## src/rtl/loader_pkg.sv

```systemverilog
// rtl/loader_pkg.sv - shared types and constants for the program loader
package loader_pkg;

    localparam int WORD_BYTES = 4;
    localparam int BYTE_W     = 8;
    localparam int IDX_W      = 2;

    typedef enum logic [2:0] {
        S_LOAD,
        S_WRITE,
        S_DRAIN,
        S_DONE,
        S_CHECK,
        S_FAIL
    } state_t;

endpackage

```

## src/rtl/word_assembler.sv

```systemverilog
// rtl/word_assembler.sv - packs accepted bytes little-endian into 32-bit words
module word_assembler
    import loader_pkg::*;
(
    input  logic                          clk,
    input  logic                          rst,
    input  logic                          byte_en,
    input  logic [BYTE_W-1:0]             byte_data,
    input  logic                          byte_last,
    output logic [WORD_BYTES*BYTE_W-1:0]  word,
    output logic                          word_ready
);

    logic [IDX_W-1:0] idx;

    // A word closes on its fourth byte or early on the stream's last byte.
    assign word_ready = byte_en && ((idx == IDX_W'(WORD_BYTES - 1)) || byte_last);

    // Lane fill; the first byte of a word clears the upper lanes so short words are zero-padded.
    always_ff @(posedge clk or negedge rst) begin
        if (!rst) begin
            idx  <= '0;
            word <= '0;
        end else if (byte_en) begin
            if (idx == '0) begin
                word <= {{(WORD_BYTES-1)*BYTE_W{1'b0}}, byte_data};
            end else begin
                word[{idx, 3'b000} +: BYTE_W] <= byte_data;
            end
            idx <= word_ready ? '0 : idx + IDX_W'(1);
        end
    end

endmodule

```

## src/rtl/program_loader.sv

```systemverilog
// rtl/program_loader.sv - boot loader streaming bytes into instruction memory (option: PROGRAM_LOADER_CHECKSUM_EN)
module program_loader
    import loader_pkg::*;
#(
    parameter int ADDR_W    = 8,
    parameter int MAX_WORDS = 256
) (
    input  logic                         clk,
    input  logic                         rst,
    input  logic                         in_valid,
    output logic                         in_ready,
    input  logic [BYTE_W-1:0]            in_data,
    input  logic                         in_last,
    output logic                         mem_we,
    output logic [ADDR_W-1:0]            mem_addr,
    output logic [WORD_BYTES*BYTE_W-1:0] mem_wdata,
    output logic                         cpu_rst,
    output logic                         done,
    output logic [ADDR_W:0]              word_count,
`ifdef PROGRAM_LOADER_CHECKSUM_EN
    output logic                         err_checksum,
`endif
    output logic                         err_overflow
);

    state_t                         state;
    state_t                         state_nxt;
    logic                           armed;
    logic                           last_word;
    logic                           accept;
    logic                           full;
    logic                           load_byte;
    logic                           word_ready;
    logic [WORD_BYTES*BYTE_W-1:0]   word;
`ifdef PROGRAM_LOADER_CHECKSUM_EN
    logic [BYTE_W-1:0]              ck;
`endif

    assign accept    = in_valid && in_ready;
    assign full      = (word_count == (ADDR_W+1)'(MAX_WORDS));
    assign load_byte = accept && (state == S_LOAD) && !full;

    word_assembler u_asm (
        .clk        (clk),
        .rst        (rst),
        .byte_en    (load_byte),
        .byte_data  (in_data),
        .byte_last  (in_last),
        .word       (word),
        .word_ready (word_ready)
    );

    // State register plus counters and sticky flags.
    always_ff @(posedge clk or negedge rst) begin
        if (!rst) begin
            state        <= S_LOAD;
            armed        <= 1'b0;
            last_word    <= 1'b0;
            word_count   <= '0;
            err_overflow <= 1'b0;
`ifdef PROGRAM_LOADER_CHECKSUM_EN
            ck           <= '0;
            err_checksum <= 1'b0;
`endif
        end else begin
            state <= state_nxt;
            armed <= 1'b1;
            if (load_byte && word_ready) begin
                last_word <= in_last;
            end
            if (state == S_WRITE) begin
                word_count <= word_count + (ADDR_W+1)'(1);
            end
            if (accept && (state == S_LOAD) && full) begin
                err_overflow <= 1'b1;
            end
`ifdef PROGRAM_LOADER_CHECKSUM_EN
            if (load_byte) begin
                ck <= ck ^ in_data;
            end
            if (accept && (state == S_CHECK) && (in_data != ck)) begin
                err_checksum <= 1'b1;
            end
`endif
        end
    end

    // Next-state and output decode; in_ready stays low until the first clock after reset.
    always_comb begin
        state_nxt = state;
        in_ready  = 1'b0;
        mem_we    = 1'b0;
        mem_addr  = word_count[ADDR_W-1:0];
        mem_wdata = word;
        cpu_rst   = 1'b1;
        done      = 1'b0;
        case (state)
            S_LOAD: begin
                in_ready = armed;
                if (accept) begin
                    if (full) begin
                        state_nxt = in_last ? S_DONE : S_DRAIN;
                    end else if (word_ready) begin
                        state_nxt = S_WRITE;
                    end
                end
            end
            S_WRITE: begin
                mem_we = 1'b1;
`ifdef PROGRAM_LOADER_CHECKSUM_EN
                state_nxt = last_word ? S_CHECK : S_LOAD;
`else
                state_nxt = last_word ? S_DONE : S_LOAD;
`endif
            end
            S_DRAIN: begin
                in_ready = 1'b1;
                if (accept && in_last) begin
                    state_nxt = S_DONE;
                end
            end
`ifdef PROGRAM_LOADER_CHECKSUM_EN
            S_CHECK: begin
                in_ready = 1'b1;
                if (accept) begin
                    state_nxt = (in_data == ck) ? S_DONE : S_FAIL;
                end
            end
`endif
            S_DONE: begin
                cpu_rst = 1'b0;
                done    = 1'b1;
            end
            default: begin
                state_nxt = state;
            end
        endcase
    end

endmodule

```

## config.mk

```make
export PLATFORM = sky130hd
export DESIGN_NAME = program_loader
export DESIGN_NICKNAME = d
export VERILOG_FILES = /design/src/rtl/loader_pkg.sv /design/src/rtl/word_assembler.sv /design/src/rtl/program_loader.sv
export SDC_FILE = /design/constraint.sdc
export NUM_CORES = 1
export LEC_CHECK = 0
export BUFFER_PORTS_ARGS = -buffer_cell sky130_fd_sc_hd__buf_2
export CAP_MARGIN = 10
export CORE_MARGIN = 2
export CORE_UTILIZATION = 52
export DETAILED_ROUTE_END_ITERATION = 8
export PLACE_DENSITY = 0.84
export SKIP_CTS_REPAIR_TIMING = 1
export SYNTH_ARGS = -nofsm -noshare
export SYNTH_HDL_FRONTEND = slang
export SYNTH_SLANG_ARGS = --single-unit
```

## constraint.sdc

```tcl
create_clock -name clk -period 2.18 [get_ports clk]
set_input_delay 0.109 -clock clk [delete_from_list [all_inputs] [get_ports clk]]
set_output_delay 0.109 -clock clk [all_outputs]
set_load 0.01 [all_outputs]
```

Word level (Yosys, flattened, before mapping)
Cells that the tools add are included.

Eq/ne operators: 8. Shift-type cells: 2. Reduce and logical (&&, ||, !) cells: 13. Mux-type cells: 14. $add $sub $neg: 3.

Operators with widths (number): $bwmux W32 (1); $mux W32 (1); $shift A8 B7 Y32 const A (1); $shiftx A8 B7 Y32 (1); $mux W3 (4); $add A9 B1 Y9 const B (1); $eq A9 B9 Y1 const B (1); $pmux W3 S3 (1); $logic_and A1 B1 Y1 (7); $neg A5 Y7 (1); $eq A3 B2 Y1 const B (2); $mux W1 (4); $mux W2 (2); $ne A2 B2 Y1 const B (2); $reduce_and A4 Y1 (1); $eq A3 B1 Y1 const B (1); $logic_not A3 Y1 (1); $ne A3 B2 Y1 const B (1); $reduce_bool A3 Y1 (1); $add A2 B1 Y2 const B (1); $eq A2 B2 Y1 const B (1); $logic_not A2 Y1 (1); $pmux W1 S2 (1); $logic_not A1 Y1 (1); $logic_or A1 B1 Y1 (1).

Word-level logic and storage cells: 47. Output and inout bits: 54. Register bits after elaboration: 49.

Logic depth before layout (Yosys ltp)
Depth after elaboration: 10. Depth in mapped cells: 7. Gate-level depth less buffers: 6.

Cells and area by module
Synthesis repeated with hierarchy kept, for this count alone.

Cell total of the unflattened synthesis: 219. Area, all modules: 2381.0 µm².

Modules (own cells, without submodules): word_assembler (cells each 139, instances 1, area each 1575.3 µm², sequential area each 850.8 µm²); program_loader (cells each 80, instances 1, area each 805.8 µm², sequential area each 350.3 µm²).

Least setup slack after synthesis
OpenSTA, ideal clock, no wires.

Path type: register to register. Start: register u_asm.idx[0]. End: register u_asm.word[24]. Cell stages (with the launch flop): 7. Slack: 0.329 ns. Setup time: 0.083 ns. Data required time: 2.097 ns. Arrival time: 1.768 ns. Path buffers: 1. Cell sequence: dfrtp_1 inv_1 ha_1 clkbuf_1 nor3b_1 nand3_1 o21ai_0.

Longest elaborated chain between the ends: 4.

RTL lines: start, declared (line word_assembler.sv:14) `logic [IDX_W-1:0] idx;`; start signal, assigned (line word_assembler.sv:30) `idx <= word_ready ? '0 : idx + IDX_W'(1);`; $neg A5 Y7 (line word_assembler.sv:28) `word[{idx, 3'b000} +: BYTE_W] <= byte_data;`; $shiftx A8 B7 Y32 or $shift A8 B7 Y32 (tied branches) (line word_assembler.sv:28); $bwmux W32 (line word_assembler.sv:28); $mux W32 * (line word_assembler.sv:25) `if (idx == '0) begin`; end signal, assigned (line word_assembler.sv:26) `word <= {{(WORD_BYTES-1)*BYTE_W{1'b0}}, byte_data};`; end signal, assigned by index (line word_assembler.sv:28); end, declared (line word_assembler.sv:10) `output logic [WORD_BYTES*BYTE_W-1:0] word,`.

Mark *: on every way between the ends. The rest lies on a longest branch, timed or not. A chain may end at the register's enable or synchronous reset.

Final worst setup path
Start: register word_count[0]. End: register state[1].

Longest elaborated chain between the ends: 6.

RTL lines: start, declared (line program_loader.sv:19) `output logic [ADDR_W:0] word_count,`; start signal, assigned (line program_loader.sv:72) `word_count <= word_count + (ADDR_W+1)'(1);`; $eq A9 B9 Y1 * (line program_loader.sv:40) `assign full = (word_count == (ADDR_W+1)'(MAX_WORDS));`; $logic_not A1 Y1 (line program_loader.sv:41) `assign load_byte = accept && (state == S_LOAD) && !full;`; $logic_and A1 B1 Y1 (line program_loader.sv:41); $logic_and A1 B1 Y1 (line word_assembler.sv:17) `assign word_ready = byte_en && ((idx == IDX_W'(WORD_BYTES - 1)) || byte_last);`; $ne A3 B2 Y1 (no line); $reduce_and A4 Y1 (no line); end signal, assigned (line program_loader.sv:66) `state <= state_nxt;`; end, declared (line program_loader.sv:26) `state_t state;`.

Mark *: on every way between the ends. The rest lies on a longest branch, timed or not. The select of a mux whose other input is x is not followed.

==> run metrics <==
drt first pass iters 4; first-pass GRT wire length 7.935 mm; met2 usage 32.61%; area of the core 4324 um^2; met3 usage 3.561%; r2r setup slk 0.20 ns; Clock transition at path regs 0.09 ns; Tmin final 1.983 ns; Synth warnings 0; design area 2841 um^2; Critical path origin word_count[0]; starting density of the core 53.82%; overall routed net length 4.879 mm; post-DR wirelength/cell 14.22 um; number of remaining DRC errors 0; R2R cell count 6; antenna fix cells 0; Setup CP Type reg2reg; vias per cell 5.306; Post-synth EDFFs 0; via count 1820; insertion delay of the later-clocked pin in the worst-skew pair 0.29 ns; area share of the largest cell type after synthesis 51.61%; Clock Path Buffers 2; maximum VDD drop 0.0008176 V; Die Span Y 70.90 um; Leak 1.471 nW; most frequent cell after synthesis dfrtp_1; area post-placement 2695 um^2; die width 70.90 um; synth cell count leaders 48 x dfrtp_1, 27 x o21ai_0, 25 x inv_1; clk_skew 0.007206 ns; post-route setup slack 0.1968 ns; GRT Total Usage 19.88%; area leader, netlist dfrtp_1; Worst R2R Start word_count[0]; CTS tree built; Total Neg Setup Slack 0 ns; CTS Buf Count 5; dpl hpwl 3.728 mm; vias in the first global route 1664; CP Capture Type register; Synth async-reset ratio 100.0%; total congestion overflow 0; RSZ-0062 raised after global routing no; Ports 66; FF+latch count, synth 48; worst-path maximum fanout 6; layout cells sized above 1 31.27%; ys flop type dfrtp_1; die area 5027 um^2; CP Capture Point state[1]; final setup fails 0; I/O Buffers 65; syn nets 247; Initial DRC Count 105; RD Place Congestion 0.8493; status finished clean; Final ANT Viol Nets 0; synthesis-to-finish area growth 22.10%; worst path arrival time 2.17 ns; sequential share of the synthesized area 51.61%; htree depth 2; Max Clk Rate 0.5042 GHz; Slew Limit Fails 0; Post-Place Cells 335; antenna violations before repair 0; Finished Layout Cells 343; fill count 357; final count of hold timing violations 0; relative slew slack 62.55%; crit start category register; Final Core Density 65.71%; Worst-Margin Slew 0.5599 ns; final clock period utilization by the worst path 90.97%; clk root buf clkbuf_8; CP Data Required Time 2.36 ns; grt met1 use 26.91%; largest net degree at the start of global routing 20; Sink Count 48; Worst Hold Class in2reg; Total Nets Final 315; FF-to-FF End state[1]; gr busiest metal met2; average size of a mapped cell 10.44 um^2; pre-CTS setup slack 0.1468 ns; Yosys cell types 40; top area cells in the synthesized netlist dfrtp_1 52%, ha_1 6.5%, o21ai_0 5.8%; Max Cap Violations 0; synthesized area 2327 um^2; P per Cell Area 1339 nW/um^2; Site Rows 24; post-synthesis cell count 223
-- report_power, final --
group / internal, mW / switching [mW] / total (mW)
clock network: 0.451 / 0.277 / 0.728
registers: 1.21 / 0.273 / 1.49
logic: 0.681 / 0.908 / 1.59
-- stage by stage --
step | total power [mW] | hold WS (ns)
2_1_floorplan | 2.512 | -0.1866
3_3_place_gp | 3.008 | 0.002940
3_5_place_dp | 3.086 | 0.01141
4_1_cts | 3.826 | -0.3135
5_1_grt | 4.083 | 0.09509
6_report | 3.805 | 0.09012
-- state kept, by name (all words and copies together), names as in the netlist --
name / count
word_count: 9
u_asm.idx: 2
err_overflow: 1
state: 2
armed: 1
u_asm.word: 32
last_word: 1
-- metal layers --
| metal | routed length [um] | vias to the layer above |
|---|---|---|
| met5 | 0 | - |
| met1 | 2165 | 897 |
| met2 | 2419 | 41 |
| li1 | - | 880 |
| met4 | 39 | 0 |
| met3 | 254 | 2 |
-- layout by cell type, fill, tap and decap left out, types with 2 or more instances in the layout --
cell and instances:
nand2_1 24, bufinv_16 2, buf_2 65, and3_1 2, a22o_1 9, nor2_1 4, dfrtp_1 48, clkbuf_8 5
nand4_1 3, xnor2_1 7, a21o_1 2, buf_4 8, inv_1 25, ha_1 12, nor4b_4 3, nand3_1 18
a32o_1 2, o21ai_0 27
-- critical path, cell delays in order, from the launching register on --
cell      delay, ns
dfrtp_1        0.43
inv_1          0.08
ha_1           0.17
nor4b_4        0.48
a21boi_1       0.17
o31a_1         0.33
a32o_1         0.21
-- kinds of logic (layout without fill, tap and decap cells) --
| group | Yosys count | count (layout) | share of synthesized area, % |
|---|---|---|---|
| XOR/XNOR | 8 | 8 | 3.011 |
| buffers and inverters | 38 | 106 | 7.581 |
| flip-flops | 48 | 48 | 51.61 |
| AO/OA/AOI/OAI | 53 | 53 | 15.59 |
| other | 1 | 1 | 0.1611 |
| adder cells (fa/ha/maj) | 12 | 12 | 6.451 |
| multiplexers | 1 | 1 | 0.4301 |
| AND/OR/NAND/NOR | 62 | 62 | 15.16 |
-- worst min path at each step --
| stage | from | end | slack (ns) | depth (start not counted) |
|---|---|---|---|---|
| 2_1_floorplan | rst | armed | -0.19 | 0 |
| 4_1_cts | rst | state[0] | -0.31 | 1 |
| 6_report | in_data[6] | u_asm.word[14] | 0.09 | 2 |
| 3_3_place_gp | rst | word_count[0] | 0.003 | 1 |
| 5_1_grt | in_data[5] | u_asm.word[13] | 0.1 | 2 |
| 3_5_place_dp | rst | state[0] | 0.01 | 1 |
-- layout make-up --
cell class	instances	area, um^2	share of cell area, %
Inverter	25	93.84	3.303
Multi-Input combinational cell	137	957.2	33.69
Timing Repair Buffer	74	395.4	13.91
Tap cell	52	65.06	2.290
Clock buffer	5	68.82	2.422
Sequential cell	48	1201	42.27
Clock inverter	2	60.06	2.114
No activity file was read; power rests on OpenSTA's default activity.
